==> src/rtl/fetch_sequencer.sv <==
// fetch_sequencer: fetches instruction bytes over req/ack, resolves JMP/JZ/HLT locally,
// issues plain bytes to the decoder and owns the PC load control.
module fetch_sequencer #(
    parameter logic [7:0] RESET_VEC = 8'h00,
    parameter logic [3:0] OP_JMP    = 4'hE,
    parameter logic [3:0] OP_JZ     = 4'hF,
    parameter logic [3:0] OP_HLT    = 4'hD
) (
    input  logic       clk,
    input  logic       rst,
    input  logic [7:0] pc_addr,
    output logic       pc_load,
    output logic [7:0] pc_din,
    output logic       mem_req,
    output logic [7:0] mem_addr,
    input  logic       mem_ack,
    input  logic [7:0] mem_rdata,
    input  logic       zero_flag,
    output logic [7:0] instr_out,
    output logic       instr_valid,
    input  logic       instr_ready,
    output logic       halted
);
    typedef enum logic [2:0] {FETCH, OPERAND, REDIRECT, ISSUE, HALT} state_t;
    state_t state, state_next;
    logic [7:0] ir, target;
    logic [3:0] op;
    assign mem_addr = pc_addr;
    assign op = mem_rdata[7:4];
    always_ff @(posedge clk) begin
        if (rst) begin
            state  <= FETCH;
            ir     <= 8'h00;
            target <= 8'h00;
        end else begin
            state <= state_next;
            if (state == FETCH && mem_ack) ir <= mem_rdata;
            if (state == OPERAND && mem_ack) target <= mem_rdata;
        end
    end
    // The PC is held by reloading its own value unless a byte is consumed this cycle.
    always_comb begin
        state_next  = state;
        pc_load     = 1'b1;
        pc_din      = pc_addr;
        mem_req     = 1'b0;
        instr_valid = 1'b0;
        instr_out   = 8'h00;
        halted      = 1'b0;
        if (rst) begin
            pc_din = RESET_VEC;
        end else begin
            case (state)
                FETCH: begin
                    mem_req = 1'b1;
                    if (mem_ack) begin
                        pc_load    = 1'b0;
                        state_next = (op == OP_JMP || op == OP_JZ) ? OPERAND :
                                     (op == OP_HLT) ? HALT : ISSUE;
                    end
                end
                OPERAND: begin
                    mem_req = 1'b1;
                    if (mem_ack) begin
                        pc_load    = 1'b0;
                        state_next = (ir[7:4] == OP_JMP || zero_flag) ? REDIRECT : FETCH;
                    end
                end
                REDIRECT: begin
                    pc_din     = target;
                    state_next = FETCH;
                end
                ISSUE: begin
                    instr_valid = 1'b1;
                    instr_out   = ir;
                    if (instr_ready) state_next = FETCH;
                end
                HALT: halted = 1'b1;
                default: state_next = FETCH;
            endcase
        end
    end
endmodule

==> config.mk <==
export PLATFORM = sky130hd
export DESIGN_NAME = fetch_sequencer
export DESIGN_NICKNAME = d
export VERILOG_FILES = /design/src/rtl/fetch_sequencer.sv
export SDC_FILE = /design/constraint.sdc
export NUM_CORES = 1
export LEC_CHECK = 0
export BUFFER_PORTS_ARGS = -buffer_cell sky130_fd_sc_hd__buf_2
export CORE_MARGIN = 2
export CORE_UTILIZATION = 41
export DETAILED_ROUTE_END_ITERATION = 8
export PLACE_DENSITY = 0.75
export SKIP_LAST_GASP = 1
export SLEW_MARGIN = 20
export SYNTH_ARGS = -nofsm -noshare
export SYNTH_HDL_FRONTEND = slang
export SYNTH_SLANG_ARGS = --single-unit
==> constraint.sdc <==
create_clock -name clk -period 1.4 [get_ports clk]
set_input_delay 0.14 -clock clk [delete_from_list [all_inputs] [get_ports clk]]
set_output_delay 0.14 -clock clk [all_outputs]
set_load 0.01 [all_outputs]
==> results.tsv <==
metric	value	unit
DRT iter0 DRCs	8	
crit path kind	reg2out	
clk_skew	0.000979	ns
commonest cells in the netlist	dfxtp_1, nand2_1, nor2_1, mux2i_1, a21oi_1	
Final ANT Viol Nets	0	
synthesized net count	143	
ys async rst share	0	%
clock tree buffer depth	2	
Initial Util	42.5	%
RSZ-0062 raised after global routing	true	
Post-Syn Instances	122	
Post-synth EDFFs	0	
Warnings, synthesis	0	
Critical Path RT	1.26	ns
Max FO, Critical Path	8	
hpwl dp	1.91	mm
Total Wirelength	3.05	mm
final worst setup slack	-0.241	ns
end of the worst register-to-register path	state[2]	
GR Util All Layers	22.1	%
worst vdd ir	0.514	mV
detailed-route via count	1067	
Avg Inst Size Synth	8.48	µm²
H-tree depth	1	
proportion of layout cells with a drive suffix above 1	62.4	%
gpl congestion	0.811	
initial antenna violation count	0	
fin crit share	117	%
pwr dens	779	nW/µm²
r2r setup slk	-0.13	ns
die area	2940	µm²
Tightest Pin Transition	0.304	ns
LEAKAGE	0.000703	µW
hold_sp	mem_rdata[2]	
area of the core	2430	µm²
Register-to-Register Path Depth	5	
Reg clk slew, reported paths	0.10	ns
Total Power	1250	µW
Area Growth Syn to Fin	54.9	%
clk sinks	19	
total I/O pin count	49	
hold_ws	0.0859	ns
# rows	18	
global-route wire length before repair	4.55	mm
vias in the first global route	1066	
pre-CTS WS	-0.0890	ns
# Max-Cap Violations	0	
endpoints failing setup	36	
CTS tree	done	
post-synth design cell area	1030	µm²
count of cell types in the netlist	26	
startpoint types	flop	
FMAX	609	MHz
setup TNS	-3.65	ns
remaining global-route overflow	0	
#FFs+latches synth	19	
predominant post-synthesis flop cell	dfxtp_1	
Worst Setup SP	state[0]	
fin. max-slew vios	0	
largest net degree at the start of global routing	15	
DR WL/cell	14.7	µm
PortBufs	48	
Worst Setup EP	pc_din[6]	
# DRC	0	
Synth area leader	dfxtp_1	
cts hold-fix bufs	0	
DR pass1 iterations	4	
fill count	203	
mean number of vias per cell	5.13	
antenna diode count	0	
Final Net Count	200	
Hold WC Path Type	in2reg	
minimum clock period	1.64	ns
Reg-to-Reg Start	state[1]	
synth top area cells	dfxtp_1, mux2i_1, nand2_1	
post-synth top area share	36.8	%
most common cell in the netlist	dfxtp_1	
status	finished with violations	
post-layout util	65.9	%
Critical Path AT	1.50	ns
sequential-to-total area share from yosys stat	36.8	%
Die Y	54.2	µm
Critical Path End Type	output pin	
worst-skew pair later-pin latency	0.30	ns
Final Hold Fails	0	
die width	54.2	µm
failing checks	negative setup slack	
Root Buffer	clkbuf_4	
total CTS buffers	3	
relative slew slack	79.7	%
[state kept, by name, summed over array words and instances (netlist names)]
register / cells
ir: 8
state: 3
target: 8
[power by group]
part / internal [µW] / switching [µW]
Combinational: 186 / 188
Sequential: 570 / 23.4
Clock: 111 / 171
[cells in the final DEF (no fill, tap or decap), types with 2 or more instances in the layout]
master	netlist	final
a21oi_2	0	8
a21oi_1	10	2
dfxtp_4	0	3
buf_2	2	41
nor2_1	18	17
clkbuf_4	0	3
and2_4	0	6
buf_6	2	16
o211ai_1	2	2
buf_4	8	11
mux2i_2	0	2
mux2i_1	16	14
nand2_1	18	7
nand2_2	0	11
and2_1	8	2
dfxtp_1	19	16
[worst min-delay path by stage]
stage	end	depth (start not counted)	slack [ns]
6_report	ir[2]	3	0.09
5_1_grt	ir[2]	3	0.08
4_1_cts	ir[2]	3	0.07
3_5_place_dp	target[1]	3	0.40
3_3_place_gp	target[3]	3	0.40
2_1_floorplan	state[2]	1	0.22
[routing by layer]
layer | up-vias | GRT usage, % | part of all wire (%)
met4 | 0 | 15.4 | 2.8
li1 | 520 | - | -
met2 | 34 | 39.0 | 53
met3 | 10 | 5.19 | 4.8
met1 | 503 | 22.8 | 39
met5 | - | 0 | 0
[cell type report]
type                    instances  area, µm²  share of cell area, %
multi-input cells              86        676                   42.2
well taps                      30       37.5                   2.34
inverters                       1       3.75                  0.234
flip-flops and latches         19        392                   24.4
clock buffers                   4       26.3                   1.64
repair buffers                 68        468                   29.2
[stage by stage]
stage / cells / area [µm²]
floorplan: 122 / 1030
global placement: 193 / 1280
detailed placement: 193 / 1280
CTS: 208 / 1490
global route: 208 / 1600
finish: 208 / 1600
[cells by family (layout without fill, tap and decap cells)]
kind of cell | Yosys count | count (layout) | share of synthesized area, %
and+or+nand+nor | 55 | 55 | 27.9
DFF | 19 | 19 | 36.8
buffers and inverters | 17 | 73 | 10.8
muxes | 16 | 16 | 15.5
AOI/OAI and AO/OA | 15 | 15 | 9.07
[critical path, cell delays in order, from the launching register on]
cell and delay [ns]:
dfxtp_4 0.37, nor3b_2 0.19, buf_6 0.18, mux2i_2 0.26
nor2_1 0.06, buf_2 0.13
[what timing repair did]
item	4_1_cts	5_1_grt
gates resized for setup	26	35
buffers inserted	11	1
pin swaps	14	26
cloned	0	1
endpoints found under the hold margin	0	0
endpoints found under the setup margin	20	38
Note: power is estimated with default switching activity, not from simulation.
